`src/rtl/fifo_pkg.sv`:
```
// Shared FIFO sizing helpers: depth from address width, pointer width, threshold legality.
// Used by the status controller and its sibling FIFO blocks.
package fifo_pkg;

    function automatic int fifo_depth(input int addr_width);
        return 1 << addr_width;
    endfunction

    // One extra MSB distinguishes full from empty when the low bits match.
    function automatic int ptr_width(input int addr_width);
        return addr_width + 1;
    endfunction

    function automatic bit af_level_legal(input int addr_width, input int af_level);
        return (af_level >= 1) && (af_level <= fifo_depth(addr_width));
    endfunction

    function automatic bit ae_level_legal(input int addr_width, input int ae_level);
        return (ae_level >= 0) && (ae_level <= fifo_depth(addr_width) - 1);
    endfunction

endpackage

```
`src/rtl/fifo_flag_calc.sv`:
```
// Occupancy and status flags derived from a pair of wrap-bit pointers.
// Latency: purely combinational. Backpressure: none, evaluates whatever pointers it is given.
module fifo_flag_calc
    import fifo_pkg::*;
#(
    parameter int ADDR_WIDTH = 5,
    parameter int AF_LEVEL   = fifo_depth(ADDR_WIDTH) - 2,
    parameter int AE_LEVEL   = 2
) (
    input  logic [ADDR_WIDTH:0] next_wr_ptr,
    input  logic [ADDR_WIDTH:0] next_rd_ptr,
    output logic [ADDR_WIDTH:0] next_level,
    output logic                next_empty,
    output logic                next_full,
    output logic                next_almost_empty,
    output logic                next_almost_full
);
    localparam int PW = ptr_width(ADDR_WIDTH);
    localparam logic [PW-1:0] AF_THR = PW'(AF_LEVEL);
    localparam logic [PW-1:0] AE_THR = PW'(AE_LEVEL);

    logic low_match;

    always_comb begin
        low_match         = (next_wr_ptr[ADDR_WIDTH-1:0] == next_rd_ptr[ADDR_WIDTH-1:0]);
        // Modular subtraction gives the true occupancy across pointer wrap.
        next_level        = next_wr_ptr - next_rd_ptr;
        next_empty        = low_match && (next_wr_ptr[ADDR_WIDTH] == next_rd_ptr[ADDR_WIDTH]);
        next_full         = low_match && (next_wr_ptr[ADDR_WIDTH] != next_rd_ptr[ADDR_WIDTH]);
        next_almost_full  = (next_level >= AF_THR);
        next_almost_empty = (next_level <= AE_THR);
    end

endmodule

```
`src/rtl/fifo_status_ctrl.sv`:
```
// FIFO pointer/status controller: owns wr/rd pointers, drives memory enables, registers flags.
// Latency: accepts are combinational, all other outputs update one edge after the request.
// Backpressure: writes refused while full, reads refused while empty; refusals set sticky errors.
module fifo_status_ctrl
    import fifo_pkg::*;
#(
    parameter int ADDR_WIDTH = 5,
    parameter int AF_LEVEL   = fifo_depth(ADDR_WIDTH) - 2,
    parameter int AE_LEVEL   = 2
) (
    input  logic                i_clk,
    input  logic                i_rst_n,
    input  logic                i_wr_en,
    input  logic                i_rd_en,
    input  logic                i_clr_err,
    output logic                o_wr_accept,
    output logic                o_rd_accept,
    output logic [ADDR_WIDTH:0] o_wr_address,
    output logic [ADDR_WIDTH:0] o_rd_address,
    output logic [ADDR_WIDTH:0] o_level,
    output logic                o_empty,
    output logic                o_full,
    output logic                o_almost_empty,
    output logic                o_almost_full,
    output logic                o_overflow,
    output logic                o_underflow
);
    localparam int PW = ptr_width(ADDR_WIDTH);

    if (!af_level_legal(ADDR_WIDTH, AF_LEVEL) || !ae_level_legal(ADDR_WIDTH, AE_LEVEL)) begin : g_bad_cfg
        $error("fifo_status_ctrl: AF_LEVEL/AE_LEVEL outside legal range for ADDR_WIDTH");
    end

    logic [PW-1:0] wr_ptr_nxt;
    logic [PW-1:0] rd_ptr_nxt;
    logic [PW-1:0] level_nxt;
    logic          empty_nxt;
    logic          full_nxt;
    logic          almost_empty_nxt;
    logic          almost_full_nxt;
    logic          wr_reject;
    logic          rd_reject;

    // Accept decisions use only the registered flags, so a same-cycle read never frees a full slot.
    assign o_wr_accept = i_wr_en && !o_full;
    assign o_rd_accept = i_rd_en && !o_empty;
    assign wr_reject   = i_wr_en && o_full;
    assign rd_reject   = i_rd_en && o_empty;

    assign wr_ptr_nxt  = o_wr_address + PW'(o_wr_accept);
    assign rd_ptr_nxt  = o_rd_address + PW'(o_rd_accept);

    fifo_flag_calc #(
        .ADDR_WIDTH (ADDR_WIDTH),
        .AF_LEVEL   (AF_LEVEL),
        .AE_LEVEL   (AE_LEVEL)
    ) u_flag_calc (
        .next_wr_ptr       (wr_ptr_nxt),
        .next_rd_ptr       (rd_ptr_nxt),
        .next_level        (level_nxt),
        .next_empty        (empty_nxt),
        .next_full         (full_nxt),
        .next_almost_empty (almost_empty_nxt),
        .next_almost_full  (almost_full_nxt)
    );

    always_ff @(posedge i_clk) begin
        if (!i_rst_n) begin
            o_wr_address   <= '0;
            o_rd_address   <= '0;
            o_level        <= '0;
            o_empty        <= 1'b1;
            o_full         <= 1'b0;
            o_almost_empty <= 1'b1;
            o_almost_full  <= 1'b0;
            o_overflow     <= 1'b0;
            o_underflow    <= 1'b0;
        end else begin
            o_wr_address   <= wr_ptr_nxt;
            o_rd_address   <= rd_ptr_nxt;
            o_level        <= level_nxt;
            o_empty        <= empty_nxt;
            o_full         <= full_nxt;
            o_almost_empty <= almost_empty_nxt;
            o_almost_full  <= almost_full_nxt;
            // A fresh rejection outranks a clear in the same cycle.
            o_overflow     <= wr_reject || (o_overflow && !i_clr_err);
            o_underflow    <= rd_reject || (o_underflow && !i_clr_err);
        end
    end

endmodule

```
`config.mk`:
```
export PLATFORM = sky130hd
export DESIGN_NAME = fifo_status_ctrl
export DESIGN_NICKNAME = d
export VERILOG_FILES = /design/src/rtl/fifo_pkg.sv /design/src/rtl/fifo_flag_calc.sv /design/src/rtl/fifo_status_ctrl.sv
export SDC_FILE = /design/constraint.sdc
export NUM_CORES = 1
export LEC_CHECK = 0
export CAP_MARGIN = 20
export CORE_MARGIN = 8
export CORE_UTILIZATION = 65
export DETAILED_ROUTE_END_ITERATION = 7
export DONT_BUFFER_PORTS = 1
export PLACE_DENSITY = 0.81
export SETUP_SLACK_MARGIN = 0.15
export SKIP_LAST_GASP = 1
export SLEW_MARGIN = 20
export SYNTH_ARGS = -nofsm -noshare
export SYNTH_HDL_FRONTEND = slang
export SYNTH_SLANG_ARGS = --single-unit
```
`constraint.sdc`:
```
create_clock -name i_clk -period 4.9 [get_ports i_clk]
set_input_delay 1.47 -clock i_clk [delete_from_list [all_inputs] [get_ports i_clk]]
set_output_delay 1.47 -clock i_clk [all_outputs]
set_load 0.1 [all_outputs]
```
==> run_results.csv <==
group,metric,value,unit
route,dr.pass1.iters,4,
die,io_pins,31,
min_path,hold_start,"o_wr_address[0]$_SDFF_PN0_",
synthesis,syn-mean-instance-area,10.1,µm²
grt,grt_pass1_vias,755,
placed_design,dp_hpwl,1640,µm
die,core_area,1690,µm²
worst_setup_path,r2r_cells,12,
timing,max_freq,273,MHz
route,drc_errors,0,
power_and_ir_drop,power_density,481,nW/µm²
clocking,cts_buffers,3,
timing,finalHoldWorstSlack,0.625,ns
synthesis,ys_warn_count,0,
die,die_x,57.8,µm
layout,finalNetCount,139,
grt,grt_max_degree,25,
grt,grtUsageMet2,22.1,%
synthesis,mappedNetlistArea,1140,µm²
worst_setup_path,timing.critical_path.mode_cell,"ha_1",
clocking,ctsHtreeMaxLevel,1,
layout,area_delta_synth_final,11.7,%
worst_setup_path,max_stage_delay,0.38,ns
clocking,clock_latency,0.32,ns
timing,setup_violations,0,
timing,tns,0,ns
clocking,cts_sinks,24,
placed_design,place_inst,137,
timing,rsz0062_at_grt,"no",
timing,final-hold-violation-count,0,
grt,grt.overflow.total,0,
timing,slew_viol_final,0,
timing,worstMarginPinSlew,1.09,ns
timing,period_needed,3.67,ns
die,start_util,67.3,%
route,drt-total-wl,2190,µm
worst_setup_path,critPathLaunchType,"primary input",
worst_setup_path,worstReg2RegEnd,"o_almost_empty$_SDFF_PN1_",
layout,drive_above_1_share,16.9,%
layout,diodes,0,
timing,clock_skew,0.0103,ns
route,wire_per_inst,15.5,µm
route,drt-initial-drc-count,30,
status,outcome,"finished, final reports clean",
worst_setup_path,critPathKind,"primary input to flip-flop",
timing,max-slew-margin-rel,27.3,%
worst_setup_path,cp.required,5.12,ns
placed_design,gp_congestion,0.746,
worst_setup_path,worstPathMaxFanout,6,
grt,track_usage,13.1,%
worst_setup_path,crit_chain,"nor2b_2, ha_1, ha_1, inv_1, ha_1, nor2b_1, o21ai_0, nand2b_1, a311oi_1, xor2_1, o41ai_1",
route,postRouteAntennaNets,0,
die,fp.dieH,57.8,µm
synthesis,seq_area_frac_synth,42.3,%
clocking,clk_pin_slew,0.12,ns
synthesis,yosysUniqueCellTypes,30,
clocking,clockBufferDepth,2,
layout,finalNonFillerCells,141,
synthesis,synthTopCellsByArea,"dfxtp_1 42%, ha_1 8.8%, xnor2_1 6.9%",
grt,grt_antenna_before_repair,0,
worst_setup_path,crit_slowest_cell,"ha_1",
min_path,min_path_cells,2,
placed_design,io_buffers,0,
clocking,cts_resized,0,
power_and_ir_drop,p_total,0.610,mW
power_and_ir_drop,irDropWorstVdd,0.335,mV
power_and_ir_drop,power.leakage,0.529,nW
grt,gr-max-usage-layer,"met2",
synthesis,synth_seq_cells,24,
min_path,hp-class,"flip-flop to flip-flop",
route,vias,797,
clocking,cts_tree,"built",
worst_setup_path,regToRegStartpoint,"o_empty$_SDFF_PN1_",
die,dieArea,3340,µm²
synthesis,synthesis.nets,126,
grt,grt_pass1_wl,3400,µm
clocking,cts-root-buf,"clkbuf_4",
timing,period_share,74.9,%
grt,gr-usage-met3,4.19,%
layout,final_area,1270,µm²
flow_run,maxCapViolCount,0,
worst_setup_path,critPathLaunch,"i_rd_en",
grt,met1_usage,14.2,%
clocking,cts_setup_buffers,0,
worst_setup_path,cp.arrival,3.89,ns
synthesis,syn_inst,112,
min_path,holdPathEnd,"o_wr_address[0]$_SDFF_PN0_",
worst_setup_path,critPathCaptureType,"flip-flop",
worst_setup_path,r2r_slack,1.78,ns
route,avgViaCountPerCell,5.65,
die,row_count,15,
worst_setup_path,cp_num_buf_inv,1,
placed_design,placed_area,1230,µm²
synthesis,synth_top_area_share,42.3,%
clocking,ctsHoldBuffers,0,
synthesis,synth_top_cell_by_area,"dfxtp_1",
worst_setup_path,cp_top_family,"adder cells",
==> cell type report <==
| class | instances | area, µm² |
|---|---|---|
| Clock buffer | 4 | 36.3 |
| Fill cell | 125 | 420 |
| Inverter | 5 | 18.8 |
| Multi-Input combinational cell | 80 | 629 |
| Sequential cell | 24 | 480 |
| Tap cell | 17 | 21.3 |
| Timing Repair Buffer | 11 | 82.6 |
==> layer usage <==
layer  up-vias  routed length (µm)  share of wire [%]
li1        392                   -                  -
met1       370                 937                 43
met2        30                1030                 47
met3         5                 173                7.9
met4         0                  44                2.0
met5         -                   0                  0
==> metrics by stage <==
| step | utilization [%] | setup slack [ns] |
|---|---|---|
| 3_5_place_dp | 73.0 | 0.971 |
| 4_1_cts | 75.1 | 1.23 |
| 6_report | 75.1 | 1.23 |
| 5_1_grt | 75.1 | 1.05 |
| 2_1_floorplan | - | 0.321 |
| 3_3_place_gp | 73.0 | 1.06 |
==> tightest hold or removal path, cell delays in order (launching register included) <==
cell and delay (ns):
dfxtp_1 0.35, ha_1 0.14, and2_1 0.11
==> report_power, final <==
group	internal, mW	switching, mW
clock network	0.0455	0.0596
logic	0.0534	0.109
registers	0.217	0.126
total	0.316	0.294
==> cells in the mapped netlist (all sizes together) <==
cell and instances:
nand2b 2, and2 11, maj3 1, and3 2
fa 1, nor2 5, nand2 3, o41ai 1
xnor2 10, buf 1, o21a 1, a311oi 1
xor2 5, o31ai 2, ha 8, inv 5
a22oi 2, nor3b 1, nor2b 12, clkbuf 2
nor3 1, a21oi 2, o21ai 3, or3b 1
dfxtp 24, nand3 4, nand4 1
==> worst max-delay path by stage <==
stage	to	depth (start not counted)
after floorplan	o_almost_empty$_SDFF_PN1_	11
after global placement	o_almost_empty$_SDFF_PN1_	11
after detailed placement	o_almost_empty$_SDFF_PN1_	11
after CTS	o_almost_empty$_SDFF_PN1_	11
after global routing	o_almost_empty$_SDFF_PN1_	11
final	o_almost_empty$_SDFF_PN1_	11
==> sequential cells by signal, summed over array words and instances (netlist names) <==
signal	flops
o_overflow	1
o_full	1
o_empty	1
o_underflow	1
o_almost_empty	1
o_level	6
o_rd_address	6
o_wr_address	6
o_almost_full	1
==> logic make-up after synthesis <==
| kind of cell | count (synthesis) | synth area share (%) |
|---|---|---|
| and+or+nand+nor | 43 | 22.6 |
| DFF | 24 | 42.3 |
| xor gates and xnor gates | 15 | 13.9 |
| AOI/OAI and AO/OA | 12 | 7.05 |
| adders and majority gates | 10 | 11.5 |
| buffers and inverters | 8 | 2.75 |
==> placed cells by master (no fill, tap or decap), types with 2 or more instances in the layout <==
cell      instances
dfxtp_1          24
and2_1           11
buf_4            11
nor2b_1          10
xnor2_1           9
ha_1              8
inv_1             5
nor2_1            5
xor2_1            4
o21ai_0           3
nand2_1           3
clkbuf_4          3
nor2b_2           2
nand3_1           2
nand3_2           2
a21oi_1           2
nand2b_1          2
o31ai_1           2
and3_1            2
a22oi_1           2
Power figures use the tool's default switching activity.
